===== config.mk =====
export PLATFORM = sky130hd
export DESIGN_NAME = hdmi_pattern_ctrl
export DESIGN_NICKNAME = d
export VERILOG_FILES = /design/src/rtl/hdmi_pattern_ctrl.sv
export SDC_FILE = /design/constraint.sdc
export NUM_CORES = 1
export LEC_CHECK = 0
export ABC_AREA = 1
export BUFFER_PORTS_ARGS = -buffer_cell sky130_fd_sc_hd__buf_2
export CAP_MARGIN = 40
export CORE_MARGIN = 10
export CORE_UTILIZATION = 50
export CTS_BUF_LIST = sky130_fd_sc_hd__clkbuf_2
export CTS_CLUSTER_DIAMETER = 200
export CTS_CLUSTER_SIZE = 30
export DETAILED_ROUTE_END_ITERATION = 6
export GPL_TIMING_DRIVEN = 0
export PLACE_DENSITY_LB_ADDON = 0.1
export SYNTH_ARGS = -nofsm -noshare
export SYNTH_HDL_FRONTEND = slang
export SYNTH_SLANG_ARGS = --single-unit

===== constraint.sdc =====
create_clock -name clk_pixel -period 4.31 [get_ports clk_pixel]
set_input_delay 0.862 -clock clk_pixel [delete_from_list [all_inputs] [get_ports clk_pixel]]
set_output_delay 0.862 -clock clk_pixel [all_outputs]
set_load 0.005 [all_outputs]

===== src/rtl/hdmi_pattern_ctrl.sv =====
// Test-pattern controller for the hdmi pixel path: debounced board keys select
// one of four patterns, with a frame-aligned black-out on every mode change.
module hdmi_pattern_ctrl #(
    parameter logic [19:0]  DEBOUNCE_CYCLES = 20'd500000,
    parameter int unsigned  MUTE_FRAMES     = 2,
    parameter logic [1:0]   DEFAULT_MODE    = 2'd2
) (
    input  logic        clk_pixel,
    input  logic        rst_n,
    input  logic [3:0]  key,
    input  logic [9:0]  cx,
    input  logic [9:0]  cy,
    input  logic [9:0]  screen_width,
    input  logic [9:0]  screen_height,
    input  logic [2:0]  game_rgb,
    output logic [23:0] rgb,
    output logic [1:0]  mode,
    output logic        muted
);

    localparam int unsigned NKEY = 4;
    localparam int unsigned CW   = 20;
    localparam int unsigned MCW  = (MUTE_FRAMES > 1) ? $clog2(MUTE_FRAMES) : 1;

    localparam logic [CW-1:0]  DEBOUNCE_LAST = DEBOUNCE_CYCLES - CW'(1);
    localparam logic [MCW-1:0] MUTE_LAST     = MCW'(MUTE_FRAMES - 1);

    typedef enum logic [1:0] {
        S_RUN  = 2'd0,
        S_PEND = 2'd1,
        S_MUTE = 2'd2
    } state_t;

    logic [NKEY-1:0] sync1;
    logic [NKEY-1:0] sync2;
    logic [NKEY-1:0] db;
    logic [NKEY-1:0] press;
    logic [CW-1:0]   db_cnt [NKEY];

    state_t          state;
    state_t          state_nxt;
    logic [1:0]      mode_nxt;
    logic [1:0]      target;
    logic [1:0]      target_nxt;
    logic [MCW-1:0]  mute_cnt;
    logic [MCW-1:0]  mute_cnt_nxt;
    logic [7:0]      frame_cnt;
    logic [7:0]      frame_cnt_nxt;
    logic            paused;
    logic            paused_nxt;
    logic            frame_start;
    logic            mode_evt;
    logic [9:0]      third;
    logic [9:0]      two_third;
    logic [23:0]     pix_c;

    // Synchronize, debounce and edge-detect the active-low keys; press fires on accepted 1->0.
    always_ff @(posedge clk_pixel) begin
        if (!rst_n) begin
            sync1 <= '1;
            sync2 <= '1;
            db    <= '1;
            press <= '0;
            for (int i = 0; i < NKEY; i++) begin
                db_cnt[i] <= '0;
            end
        end else begin
            sync1 <= key;
            sync2 <= sync1;
            for (int i = 0; i < NKEY; i++) begin
                press[i] <= 1'b0;
                if (sync2[i] == db[i]) begin
                    db_cnt[i] <= '0;
                end else if (db_cnt[i] == DEBOUNCE_LAST) begin
                    db[i]     <= sync2[i];
                    db_cnt[i] <= '0;
                    press[i]  <= db[i];
                end else begin
                    db_cnt[i] <= db_cnt[i] + CW'(1);
                end
            end
        end
    end

    function automatic logic [1:0] step_mode(input logic [1:0] base, input logic [3:0] ev);
        if (ev[3]) begin
            return DEFAULT_MODE;
        end else if (ev[0]) begin
            return base + 2'd1;
        end else begin
            return base - 2'd1;
        end
    endfunction

    assign frame_start = (cx == '0) && (cy == '0);
    assign mode_evt    = press[3] | press[0] | press[1];

    always_ff @(posedge clk_pixel) begin
        if (!rst_n) begin
            state     <= S_RUN;
            mode      <= DEFAULT_MODE;
            target    <= DEFAULT_MODE;
            mute_cnt  <= '0;
            frame_cnt <= '0;
            paused    <= 1'b0;
            rgb       <= '0;
            muted     <= 1'b0;
        end else begin
            state     <= state_nxt;
            mode      <= mode_nxt;
            target    <= target_nxt;
            mute_cnt  <= mute_cnt_nxt;
            frame_cnt <= frame_cnt_nxt;
            paused    <= paused_nxt;
            rgb       <= pix_c;
            muted     <= (state_nxt == S_MUTE);
        end
    end

    // Mode sequencing: changes are queued in PEND and committed only on a frame boundary.
    always_comb begin
        state_nxt     = state;
        mode_nxt      = mode;
        target_nxt    = target;
        mute_cnt_nxt  = mute_cnt;
        frame_cnt_nxt = frame_cnt;
        paused_nxt    = paused ^ press[2];

        if (frame_start && !paused) begin
            frame_cnt_nxt = frame_cnt + 8'd1;
        end

        case (state)
            S_RUN: begin
                if (mode_evt) begin
                    target_nxt = step_mode(mode, press);
                    if (target_nxt != mode) begin
                        state_nxt = S_PEND;
                    end
                end
            end
            S_PEND: begin
                if (mode_evt) begin
                    target_nxt = step_mode(target, press);
                end
                if (frame_start) begin
                    if (target_nxt == mode) begin
                        state_nxt = S_RUN;
                    end else begin
                        mode_nxt     = target_nxt;
                        mute_cnt_nxt = '0;
                        state_nxt    = S_MUTE;
                    end
                end
            end
            S_MUTE: begin
                if (frame_start) begin
                    if (mute_cnt == MUTE_LAST) begin
                        state_nxt = S_RUN;
                    end else begin
                        mute_cnt_nxt = mute_cnt + MCW'(1);
                    end
                end
            end
            default: begin
                state_nxt = S_RUN;
            end
        endcase
    end

    assign third     = screen_height / 10'd3;
    assign two_third = third << 1;

    // Pixel generator uses next-cycle mode/state so blanking and mode switch land on pixel (0,0).
    always_comb begin
        pix_c = '0;
        case (mode_nxt)
            2'd0: begin
                if (cy < third) begin
                    pix_c = 24'hff0000;
                end else if (cy < two_third) begin
                    pix_c = 24'h00ff00;
                end else begin
                    pix_c = 24'h0000ff;
                end
            end
            2'd1: begin
                if ((cx == '0) || (cy == '0) ||
                    (cx == screen_width - 10'd1) || (cy == screen_height - 10'd1)) begin
                    pix_c = 24'hffffff;
                end
            end
            2'd2: begin
                pix_c = {{8{game_rgb[2]}}, {8{game_rgb[1]}}, {8{game_rgb[0]}}};
            end
            default: begin
                pix_c = {cx[7:0] + frame_cnt_nxt, cy[7:0], frame_cnt_nxt};
            end
        endcase
        if ((cx >= screen_width) || (cy >= screen_height) || (state_nxt == S_MUTE)) begin
            pix_c = '0;
        end
    end

endmodule


Yosys cells after proc, flatten, opt, wreduce, memory -nomap -nowiden
Memory sizes are Yosys's and may differ from the RTL's.
Cells that the tools add are included.
Widths: inputs -> output; s select.

storage, ports and cells
  output and inout port bits = 27
  logic and storage cells = 194
  register bits = 57
  bits in latches = 0
  bits in writable memories = 80
  memories = 1
  memory bits (read-only) = 0
  input bits = 49

operators by class
  divide/modulo/power cells = 1
  shift operators = 0
  mux-type cells = 87
  $lt $le $gt $ge = 4
  eq/ne operators = 21
  multiply operators = 0
  bitwise logic cells = 24
  reduce and logical (&&, ||, !) cells = 25
  $add $sub $neg = 13

memory list
  name    depth  width  rd ports  clocked after memory_dff  wr ports  line  source
  db_cnt  4      20     4         0                         4         38    logic [CW-1:0] db_cnt [NKEY];

operators with widths
  kind                   count
  $mux 20                12
  $add 20x1->20 const B  4
  $eq 20x19->1 const B   4
  $pmux 24 s3            1
  $mux 1                 49
  $mux 24                2
  $mux 2                 18
  $eq 10x10->1           2
  $ge 10x10->1           2
  $logic_not 10->1       2
  $lt 10x10->1           2
  $sub 10x1->10 const B  2
  $mux 16                1
  $or 1x1->1             14
  $reduce_or 3->1        4
  $div 10x2->10 const B  1
  $reduce_and 2->1       5
  $not 1->1              9
  $add 8x1->8 const B    1
  $add 8x8->8            1
  $mux 8                 1
  $ne 2x2->1 const B     4
  $eq 2x2->1 const B     3
  $pmux 2 s3             1
  other kinds (17)       30

Logic depth before layout (Yosys ltp)
  depth after elaboration = 12
  mapped depth = 35

Worst setup path before layout
No wires, ideal clock.

  kind = input to register
  start point = input port screen_height[8]
  end point = register rgb[10]
  required time = 4253 ps
  arrival time = 3947 ps
  buffers on the path = 1
  cell stages on the path = 31
  setup slack = 307 ps
  cells stage by stage = buf_6 inv_2 nand3_1 nand2_2 inv_2 o21ai_2 nand2_4 o21ai_2 nand2_2 o21ai_2 nand2_4 o21ai_1 nand2_1 nand2_1 inv_1 nor2_1 ha_1 a21oi_2 nand2_2 inv_1 ha_1 a21oi_1 nor2_1 a211oi_1 o221a_2 nand2_1 nor2_1 nand2_4 nand3_1 nand2_1 inv_1

between the ends
  longest elaborated chain between the ends = 5
  elaborated cells between the ends (all ways) = 14
  those cells by class = add/sub: 1; div: 1; order compare: 3; eq/ne: 1; mux: 4; reduce/logical: 4

ends and longest elaborated chain
  what                                                   line      source
  start, declared                                        14        input logic [9:0] screen_height,
  $div 10x2->10 / $sub 10x1->10 (equally long branches)  171, 189
  $lt 10x10->1 / $eq 10x10->1 (equally long branches)    181, 189
  $mux 16 / $logic_or 1x1->1 (equally long branches)     181, 189
  $mux 24 (on tied branches)                             179, 188
  $pmux 24 s3                                            177       case (mode_nxt)
  end signal, assigned                                   115       rgb <= pix_c;
  end, declared                                          16        output logic [23:0] rgb,

Several ways; a longest one is shown, not always the timed one.
A chain may end at the register's enable or synchronous reset.

Worst setup path in the final report
  start point = input port screen_height[9]
  end point = register rgb[13]

The elaborated chain is that of the path after synthesis.

==> metrics.txt <==
status finished clean; H-Tree Level Count 4; Die ar. 22950 sq um; Leak 4.656 nW; worst-margin pin slew 732.2 ps; area of the multi-input gates 4669 sq um; Hold Fails Final Rpt 0; Crit. End Element register; f_max 0.2648 GHz; Levels on crit path 33; crit share post-route 87.63%; reg-to-reg endpoint rgb[20]; CP Launch Point screen_height[9]; most frequent CP cell nand2_1; final std cells w/o fill 1487; Root Driver clkbuf_2; routed wire length 17870 microns; fraction of the mapped netlist area in compound gates 11.30%; IO buf count 71; Post-synth EDFFs 80; worst path buffer plus inverter count 6; setup violators final 0; Clock transition at path regs 190 ps; Mapped Area 8646 sq um; Reg2Reg Launch Point press[0]; post-synthesis area per instance 8.020 sq um; Vias/cell 4.849; GP Congestion 0.8340; CP max stage delay 250 ps; Seq/Total Area, Yosys 40.98%; maxcap violations 0; total CTS buffers 17; Worst Skew 19.18 ps; Clock Sinks 137; drt pass-1 iters 5; Initial DRC Count 396; vias 7211; Top delay family on crit path simple AND/OR/NAND/NOR gates; min cycle time layout 3777 ps; post-synthesis adder-cell area fraction 7.902%; total power 2.771 mW; Reg2Reg Depth 11; Worst VDD drop 0.0001252 V; die height 151.5 microns; FF/Latch Area 3543 sq um; layout cells sized above 1 13.08%; core area 17120 sq um; worst setup path end rgb[13]; arrival time worst endpoint 4420 ps; Area Growth Syn to Fin 14.49%; Power Density 280.0 nW/um^2; worst setup path category input port to register; Critical Path Start Type input port; Starting Density 50.51%; reg2reg setup slack 1200 ps; Clock Latency Late Sink 690 ps; crit path max fanout 8; first-pass GRT wire length 30760 microns; Post-Synth XOR/XNOR Area 5.369%; Synth async-reset ratio 0%; largest family of logic cells by synthesized area simple AND/OR/NAND/NOR gates; gate count after technology mapping 1078; vias in the first global route 6954; post-synthesis mux area share 0%; synth warn 0; largest net degree at the start of global routing 17; Max Slew Vio Count 0; CTS tree built; DRC viols 0; CP max stage cell o221a_2; GRT Residual Overflow 0; Fill cells 1646; post-synth top area cell edfxtp_1; HP Class input port to register; CP required 4950 ps; GRT Overall Usage 16.42%; main area contributors after synthesis edfxtp_1 28%, dfxtp_1 13%, ha_1 7.7%; # placed instances 1454; post-DP HPWL 14360 microns; Slew headroom 50.74%; Netlist cell types 51; # nets final 1351; post-synthesis simple-gate area fraction 25.75%; Max clock buf depth 2; Final ANT Viol Nets 0; Top-Level Pins 76; flop and latch count out of synthesis 137; Routed WL per cell 12.02 microns; Site Rows 48; Synth top area share 27.79%; top_reg_cell synth edfxtp_1; initial antenna violation count 2; die width 151.5 microns
[power by group]
part	switching (mW)	internal (mW)	leakage, nW	total, mW
combinational	0.250	0.156	3.20	0.406
sequential	0.0287	1.43	1.29	1.46
clock	0.473	0.431	0.171	0.905
total	0.752	2.02	4.66	2.77
[cell families (layout without fill, tap and decap cells)]
group / count (synthesis) / after routing
buffers and inverters: 195 / 299
AOI/OAI and AO/OA: 161 / 161
xor gates and xnor gates: 53 / 53
adders and majority gates: 54 / 54
DFF: 137 / 137
and+or+nand+nor: 477 / 477
other: 1 / 81
[sequential cells by signal, indices dropped and copies added (netlist names)]
| name | count |
|---|---|
| db | 4 |
| muted | 1 |
| state | 2 |
| mute_cnt | 1 |
| press | 4 |
| mode | 2 |
| sync2 | 4 |
| rgb | 24 |
| target | 2 |
| db_cnt | 80 |
| sync1 | 4 |
| frame_cnt | 8 |
| paused | 1 |
[what timing repair did]
action	4_1_cts	5_1_grt
hold buffers	0	0
endpoints found under the setup margin	0	1
setup buffers	0	0
resized for setup	0	4
[layout by cell type, fill, tap and decap left out, types with 5 or more instances in the layout]
master and count:
inv_1 172, nand2_1 168, nor2_1 112, edfxtp_1 80, conb_1 80, buf_2 72
a21oi_1 69, nand3_1 68, dfxtp_1 57, ha_1 53, xor2_1 36, nor3_1 35
o21ai_0 34, nor4_1 20, nand4_1 18, xnor2_1 17, clkbuf_2 17, o21a_1 12
clkbuf_1 11, nor3b_1 11, nand2_2 10, or2_2 10, inv_2 9, nand3_2 8
o21ai_2 6, o211ai_1 6, a211oi_1 6, nand2_4 5, bufinv_16 5
[worst register-to-register path, stage by stage, from the launching register on]
cell and delay (ps):
dfxtp_1 400, nor3_1 200, inv_1 100, o21ai_0 390, xor2_1 170, o21ai_0 90, o21ai_0 370, nand2_1 130
nor4_1 540, clkbuf_1 470, nand2_1 150, inv_1 70
[area by class of cell]
type,count,share of cell area (%)
multi-input cells,825,47.17
flip-flops and latches,137,35.80
inverters,181,6.864
repair buffers,72,3.691
well taps,225,2.844
clock inverters,15,2.048
clock buffers,17,0.8596
plain buffers,14,0.6952
diodes,1,0.02528
[cells in the mapped netlist, types with 6 or more instances]
master,number
a211oi_1,6
a21oi_1,69
clkbuf_1,11
dfxtp_1,57
edfxtp_1,80
ha_1,53
inv_1,172
inv_2,9
nand2_1,168
nand2_2,10
nand3_1,68
nand3_2,8
nand4_1,18
nor2_1,113
nor3_1,37
nor3b_1,11
nor4_1,20
o211ai_1,6
o21a_1,12
o21ai_0,34
o21ai_2,6
or2_2,10
xnor2_1,17
xor2_1,36
[layer usage]
layer  up-vias  track usage (%)  part of all wire (%)
met2        87            28.43                    49
met5         -                0                  0.10
li1       3888                -                     -
met4         2            5.815                   1.6
met3        23            4.247                   3.9
met1      3211            19.27                    45
[worst min-delay path by stage]
stage / from / to / slack, ps / cells past startpoint
after global placement: sync1[0] / sync2[0] / 390 / 1
after global routing: key[0] / sync1[0] / 290 / 2
after floorplan: sync1[0] / sync2[0] / 390 / 1
after CTS: key[2] / sync1[2] / 300 / 2
after detailed placement: sync1[1] / sync2[1] / 400 / 1
final: key[2] / sync1[2] / 370 / 2
[per-stage QoR]
stage,util [%],instance area [sq um],hold slack (ps),worst slack (ps),TNS (ps)
after global routing,57.83,9898,286.0,-1.490,-1.490
final,57.83,9898,367.9,533.1,0
after floorplan,-,8942,392.5,306.6,0
after CTS,57.70,9877,295.1,373.9,0
after detailed placement,56.02,9589,400.7,-404.2,-2391
after global placement,55.96,9579,394.2,-370.3,-2416
No activity file was read; power rests on OpenSTA's default activity.
